## config.mk

```make
export PLATFORM = sky130hd
export DESIGN_NAME = alu_seq
export DESIGN_NICKNAME = d
export VERILOG_FILES = /design/src/rtl/alu_pkg.sv /design/src/rtl/alu_cmd_fifo.sv /design/src/rtl/alu_seq.sv
export SDC_FILE = /design/constraint.sdc
export NUM_CORES = 1
export LEC_CHECK = 0
export ABC_CLOCK_PERIOD_IN_PS = 2100
export BUFFER_PORTS_ARGS = -buffer_cell sky130_fd_sc_hd__buf_2
export CELL_PAD_IN_SITES_DETAIL_PLACEMENT = 0
export CELL_PAD_IN_SITES_GLOBAL_PLACEMENT = 1
export CORE_UTILIZATION = 43
export CTS_BUF_LIST = sky130_fd_sc_hd__clkbuf_8
export CTS_CLUSTER_DIAMETER = 100
export DETAILED_ROUTE_END_ITERATION = 8
export GPL_TIMING_DRIVEN = 0
export PLACE_DENSITY_LB_ADDON = 0.25
export SETUP_SLACK_MARGIN = 0.02
export SYNTH_ARGS = -nofsm -noshare
export SYNTH_HDL_FRONTEND = slang
export SYNTH_SLANG_ARGS = --single-unit
```

## constraint.sdc

```tcl
create_clock -name clk -period 2.1 [get_ports clk]
set_clock_uncertainty 0.2 [all_clocks]
set_input_delay 0.42 -clock clk [delete_from_list [all_inputs] [get_ports clk]]
set_output_delay 0.42 -clock clk [all_outputs]
set_load 0.1 [all_outputs]
```

## src/rtl/alu_pkg.sv

```systemverilog
// rtl/alu_pkg.sv - shared opcodes, widths and FSM state encoding for the ALU sequencer
package alu_pkg;

    localparam int OP_W   = 2;
    localparam int OPND_W = 3;
    localparam int RES_W  = 6;
    localparam int CMD_W  = OP_W + 2 * OPND_W;

    localparam logic [OP_W-1:0] OP_ADD = 2'b00;
    localparam logic [OP_W-1:0] OP_SUB = 2'b01;
    localparam logic [OP_W-1:0] OP_MUL = 2'b10;
    localparam logic [OP_W-1:0] OP_DIV = 2'b11;

    typedef enum logic [1:0] {
        ST_IDLE   = 2'b00,
        ST_ISSUE  = 2'b01,
        ST_WAIT   = 2'b10,
        ST_RESULT = 2'b11
    } state_t;

endpackage

```

## src/rtl/alu_cmd_fifo.sv

```systemverilog
// rtl/alu_cmd_fifo.sv - DEPTH-entry command queue of packed {op,a,b} words
module alu_cmd_fifo
    import alu_pkg::*;
#(
    parameter int DEPTH = 4,
    parameter int WIDTH = CMD_W
) (
    input  logic                   clk,
    input  logic                   rst_n,
    input  logic                   push,
    input  logic [WIDTH-1:0]       push_data,
    input  logic                   pop,
    output logic [WIDTH-1:0]       pop_data,
    output logic                   full,
    output logic                   empty,
    output logic [$clog2(DEPTH):0] count
);

    localparam int AW    = $clog2(DEPTH);
    localparam int CNT_W = AW + 1;

    logic [WIDTH-1:0] mem [DEPTH];
    logic [AW-1:0]    wr_ptr;
    logic [AW-1:0]    rd_ptr;
    logic             do_push;
    logic             do_pop;

    // A push is refused while full even if a pop happens in the same cycle
    assign do_push  = push && !full;
    assign do_pop   = pop && !empty;
    assign full     = (count == CNT_W'(DEPTH));
    assign empty    = (count == '0);
    assign pop_data = mem[rd_ptr];

    always_ff @(posedge clk) begin
        if (do_push) begin
            mem[wr_ptr] <= push_data;
        end
    end

    always_ff @(posedge clk or negedge rst_n) begin
        if (!rst_n) begin
            wr_ptr <= '0;
            rd_ptr <= '0;
            count  <= '0;
        end else begin
            if (do_push) begin
                wr_ptr <= wr_ptr + 1'b1;
            end
            if (do_pop) begin
                rd_ptr <= rd_ptr + 1'b1;
            end
            case ({do_push, do_pop})
                2'b10:   count <= count + 1'b1;
                2'b01:   count <= count - 1'b1;
                default: count <= count;
            endcase
        end
    end

endmodule

```

## src/rtl/alu_seq.sv

```systemverilog
// rtl/alu_seq.sv - queues ALU commands and runs them one at a time; ALU_SEQ_TIMEOUT_EN adds a WAIT watchdog
module alu_seq
    import alu_pkg::*;
#(
    parameter int DEPTH   = 4,
    parameter int TIMEOUT = 15
) (
    input  logic              clk,
    input  logic              rst_n,
    input  logic              cmd_valid,
    output logic              cmd_ready,
    input  logic [OP_W-1:0]   cmd_op,
    input  logic [OPND_W-1:0] cmd_a,
    input  logic [OPND_W-1:0] cmd_b,
    output logic              alu_init,
    output logic [OP_W-1:0]   alu_op,
    output logic [OPND_W-1:0] alu_a,
    output logic [OPND_W-1:0] alu_b,
    input  logic              alu_done,
    input  logic [RES_W-1:0]  alu_out,
    output logic              res_valid,
    input  logic              res_ready,
    output logic [RES_W-1:0]  res_data,
    output logic [OP_W-1:0]   res_op,
    output logic              res_err,
    output logic              busy
);

    state_t                 state;
    state_t                 state_nxt;
    logic                   fifo_pop;
    logic                   fifo_full;
    logic                   fifo_empty;
    logic [CMD_W-1:0]       fifo_rdata;
    logic [$clog2(DEPTH):0] fifo_count;
    logic                   capture;
    logic                   tmo_hit;

    alu_cmd_fifo #(
        .DEPTH (DEPTH),
        .WIDTH (CMD_W)
    ) u_fifo (
        .clk       (clk),
        .rst_n     (rst_n),
        .push      (cmd_valid && cmd_ready),
        .push_data ({cmd_op, cmd_a, cmd_b}),
        .pop       (fifo_pop),
        .pop_data  (fifo_rdata),
        .full      (fifo_full),
        .empty     (fifo_empty),
        .count     (fifo_count)
    );

    assign cmd_ready = !fifo_full;
    assign res_valid = (state == ST_RESULT);
    assign busy      = (state != ST_IDLE) || (fifo_count != '0);

    always_ff @(posedge clk or negedge rst_n) begin
        if (!rst_n) begin
            state <= ST_IDLE;
        end else begin
            state <= state_nxt;
        end
    end

    always_comb begin
        state_nxt = state;
        fifo_pop  = 1'b0;
        alu_init  = 1'b0;
        capture   = 1'b0;
        case (state)
            ST_IDLE: begin
                if (!fifo_empty) begin
                    fifo_pop  = 1'b1;
                    state_nxt = ST_ISSUE;
                end
            end
            ST_ISSUE: begin
                alu_init  = 1'b1;
                state_nxt = ST_WAIT;
            end
            ST_WAIT: begin
                if (alu_done) begin
                    capture   = 1'b1;
                    state_nxt = ST_RESULT;
                end else if (tmo_hit) begin
                    state_nxt = ST_RESULT;
                end
            end
            ST_RESULT: begin
                if (res_ready) begin
                    state_nxt = ST_IDLE;
                end
            end
            default: state_nxt = ST_IDLE;
        endcase
    end

    // Operands are loaded on pop and held until the next pop, covering ISSUE through WAIT
    always_ff @(posedge clk or negedge rst_n) begin
        if (!rst_n) begin
            alu_op   <= '0;
            alu_a    <= '0;
            alu_b    <= '0;
            res_data <= '0;
            res_op   <= '0;
        end else begin
            if (fifo_pop) begin
                {alu_op, alu_a, alu_b} <= fifo_rdata;
            end
            if (capture) begin
                res_data <= alu_out;
                res_op   <= alu_op;
            end else if (tmo_hit) begin
                res_data <= '0;
                res_op   <= alu_op;
            end
        end
    end

`ifdef ALU_SEQ_TIMEOUT_EN
    localparam int TMO_W = $clog2(TIMEOUT + 1);

    logic [TMO_W-1:0] tmo_cnt;

    assign tmo_hit = (state == ST_WAIT) && !alu_done && (tmo_cnt == TMO_W'(TIMEOUT - 1));

    always_ff @(posedge clk or negedge rst_n) begin
        if (!rst_n) begin
            tmo_cnt <= '0;
            res_err <= 1'b0;
        end else begin
            tmo_cnt <= ((state == ST_WAIT) && !alu_done) ? tmo_cnt + 1'b1 : '0;
            if (capture) begin
                res_err <= 1'b0;
            end else if (tmo_hit) begin
                res_err <= 1'b1;
            end
        end
    end
`else
    logic unused_timeout;

    assign tmo_hit        = 1'b0;
    assign res_err        = 1'b0;
    assign unused_timeout = ^TIMEOUT;
`endif

endmodule

```

==> results_dict.tcl <==
set metrics [dict create \
    grt_pass1_vias 1393 \
    place_hpwl_mm 2.797 \
    gp_congestion 0.6953 \
    grt_pass1_wl_mm 6.561 \
    syn_area_per_cell_um2 16.30 \
    layout.nets 235 \
    reg2regPathDepth 6 \
    crit_chain "or3b_4 > and2_4 > inv_4 > ha_4 > fa_2 > mux2_4" \
    rsz0062_at_grt "yes" \
    tightest_slew_ps 605.2 \
    dr_wl_met2_mm 2.291 \
    period_share_pct 104.4 \
    finalNonFillerCells 280 \
    drt_iter0_drc 64 \
    synth_edf_count 32 \
    root_buffer "clkbuf_8" \
    multi_input_area_um2 745.7 \
    r2r-end "u_fifo.count[1]" \
    syn_to_final_growth_pct 26.71 \
    wl_met3_um 125 \
    critPathCaptureType "register" \
    yosysWarnings 0 \
    hold_viol 0 \
    fillers 434 \
    die_x_um 75.89 \
    dp_cells 252 \
    critPathLaunchType "register" \
    drt_wl_total_mm 4.287 \
    clk_pin_slew_worst_paths_ps 60 \
    synthTopCellsByCount "32 x edfxtp_1, 27 x nand2_1, 25 x dfrtp_1, 10 x ha_1, 10 x mux2_2" \
    num_rows 26 \
    min_period_ps 2192 \
    slew_viol_final 0 \
    critical-path-max-stage-delay_ps 420 \
    drv_cap 0 \
    antenna_found_initial 0 \
    violations "setup timing" \
    critPathArrivalTime_ps 2200 \
    setup_violations 2 \
    setup_ws_ps -91.96 \
    grt.overflow.total 0 \
    via_per_inst 4.804 \
    clockBufferDepth 2 \
    final_antenna_net_count 0 \
    synth.most_common_cell "edfxtp_1" \
    layout-drive-gt1-share_pct 47.62 \
    crit_slowest_cell "dfrtp_2" \
    start_util_pct 45.38 \
    die_h_um 75.89 \
    io_buffers 38 \
    r2r_start "u_fifo.count[0]" \
    drt_first_pass_iters 4 \
    whs_endpoint "u_fifo.mem[0][7]" \
    clock_latency_ps 330 \
    synth.largest_area_cell "edfxtp_1" \
    ys_seq_area_share_pct 67.59 \
    drcViolationCount 0 \
    ys_types 24 \
    synthCells 144 \
    final_cell_area_um2 2974 \
    num_vias 1345 \
    ys.flop_type "edfxtp_1" \
    crit_type "reg2reg" \
    grt_usage_pct 17.08 \
    ff_latch_area_um2 1590 \
    syn-cell-area_um2 2347 \
    die_area_um2 5759 \
    crit_required_ps 2110 \
    max_freq_mhz 456.2 \
    pin_count 40 \
    design.core.area_um2 5172 \
    status "complete, but fails checks" \
    top_layer "met4" \
    dpl_cell_area_um2 2645 \
    synth_seq_cells 57 \
    cts_buffers 9 \
    async_flop_share_pct 43.86 \
    cts_sinks 57 \
    met1_length_mm 1.783 \
    synth.area.top_cells "edfxtp_1 41%, dfrtp_1 27%, mux4_2 7.7%" \
    grt_max_degree 26 \
    htreeDepth 3 \
    avgRoutedWirePerCell_um 15.31 \
    n_antenna_cell 0 \
    min_path_type "in2reg" \
    yosys.area.top_type_share_pct 40.94 \
    min_path_cells 1 \
    cp_max_fo 4 \
    slew-limit-headroom_pct 59.65 \
    syn-num-nets 174 \
    cts_tree "yes" \
    r2r_setup_slack_ps -90 \
    min-delay-start "cmd_op[1]" \
]
## metrics by stage
stage / hold WS (ps) / util, % / setup TNS, ps / setup slack (ps)
floorplan: -75.59 / - / -560.0 / -288.8
global placement: 248.8 / 51.14 / -971.4 / -507.6
detailed placement: 256.1 / 51.14 / -1082 / -568.8
CTS: 93.83 / 56.53 / -125.6 / -68.63
global route: 94.07 / 57.50 / -280.4 / -121.5
finish: 108.4 / 57.50 / -141.4 / -91.96
## critical path, delay by kind of cell, from the launching register on
family / cells / cell delay (ps)
adders and majority gates: 2 / 540
buffers and inverters: 1 / 50
DFF: 1 / 420
muxes: 1 / 270
and+or+nand+nor: 2 / 580
## cell families (layout without fill, tap and decap cells)
logic type,after synthesis,in the layout,share of synthesized area (%)
buffers and inverters,11,77,1.972
multiplexers,20,20,13.54
adder cells (fa/ha/maj),11,11,6.183
AND/OR/NAND/NOR,36,36,6.983
other,1,1,0.1598
flip-flops,57,57,67.59
XOR/XNOR,6,6,2.239
AO/OA/AOI/OAI,2,2,1.333
## worst max-delay path by stage
stage / start / endpoint
floorplan: u_fifo.count[2] / u_fifo.count[2]
global placement: u_fifo.count[1] / u_fifo.count[2]
detailed placement: u_fifo.count[1] / u_fifo.count[2]
CTS: u_fifo.count[1] / u_fifo.count[2]
global route: u_fifo.count[0] / u_fifo.count[1]
finish: u_fifo.count[0] / u_fifo.count[1]
## metal layers
metal	track usage [%]	vias up
li1	-	637
met2	28.91	26
met5	0	-
met1	18.49	672
met4	11.11	0
met3	5.291	10
## layout by cell type, fill, tap and decap left out, drive strengths merged
cell | netlist | layout
mux4 | 8 | 8
dfrtp | 25 | 25
bufinv | 0 | 1
and2 | 1 | 1
xnor2 | 5 | 5
xor2 | 1 | 1
fa | 1 | 1
and3 | 4 | 4
nand2 | 27 | 27
clkinv | 0 | 2
dlygate4sd3 | 0 | 1
or3b | 1 | 1
nor3 | 1 | 1
ha | 10 | 10
inv | 8 | 11
edfxtp | 32 | 32
nor2 | 2 | 2
buf | 2 | 50
clkbuf | 1 | 12
mux2 | 11 | 11
mux2i | 1 | 1
conb | 1 | 1
o31ai | 1 | 1
a222oi | 1 | 1
## area by class of cell
| class | instances | area share (%) |
|---|---|---|
| Sequential cell | 57 | 53.47 |
| Multi-Input combinational cell | 76 | 25.07 |
| Timing Repair Buffer | 50 | 10.43 |
| Clock buffer | 10 | 4.628 |
| Tap cell | 70 | 2.945 |
| Clock inverter | 6 | 1.725 |
| Inverter | 8 | 1.178 |
| Buffer | 3 | 0.5469 |
## registers in the layout (all words and copies together) (netlist names)
register       flops
state              2
res_data           6
u_fifo.rd_ptr      2
alu_b              3
u_fifo.mem        32
alu_a              3
res_op             2
u_fifo.wr_ptr      2
u_fifo.count       3
alu_op             2
## what timing repair did
action	CTS	global route
endpoints found under the setup margin	5	4
hold buffers	1	0
hold endpoints to repair	25	0
setup buffers	9	2
pin swaps	2	7
resized for setup	6	9
Power is left out: the tool's default activity adds up to more than one toggle a clock period on the data nets, which glitch-free logic cannot reach.
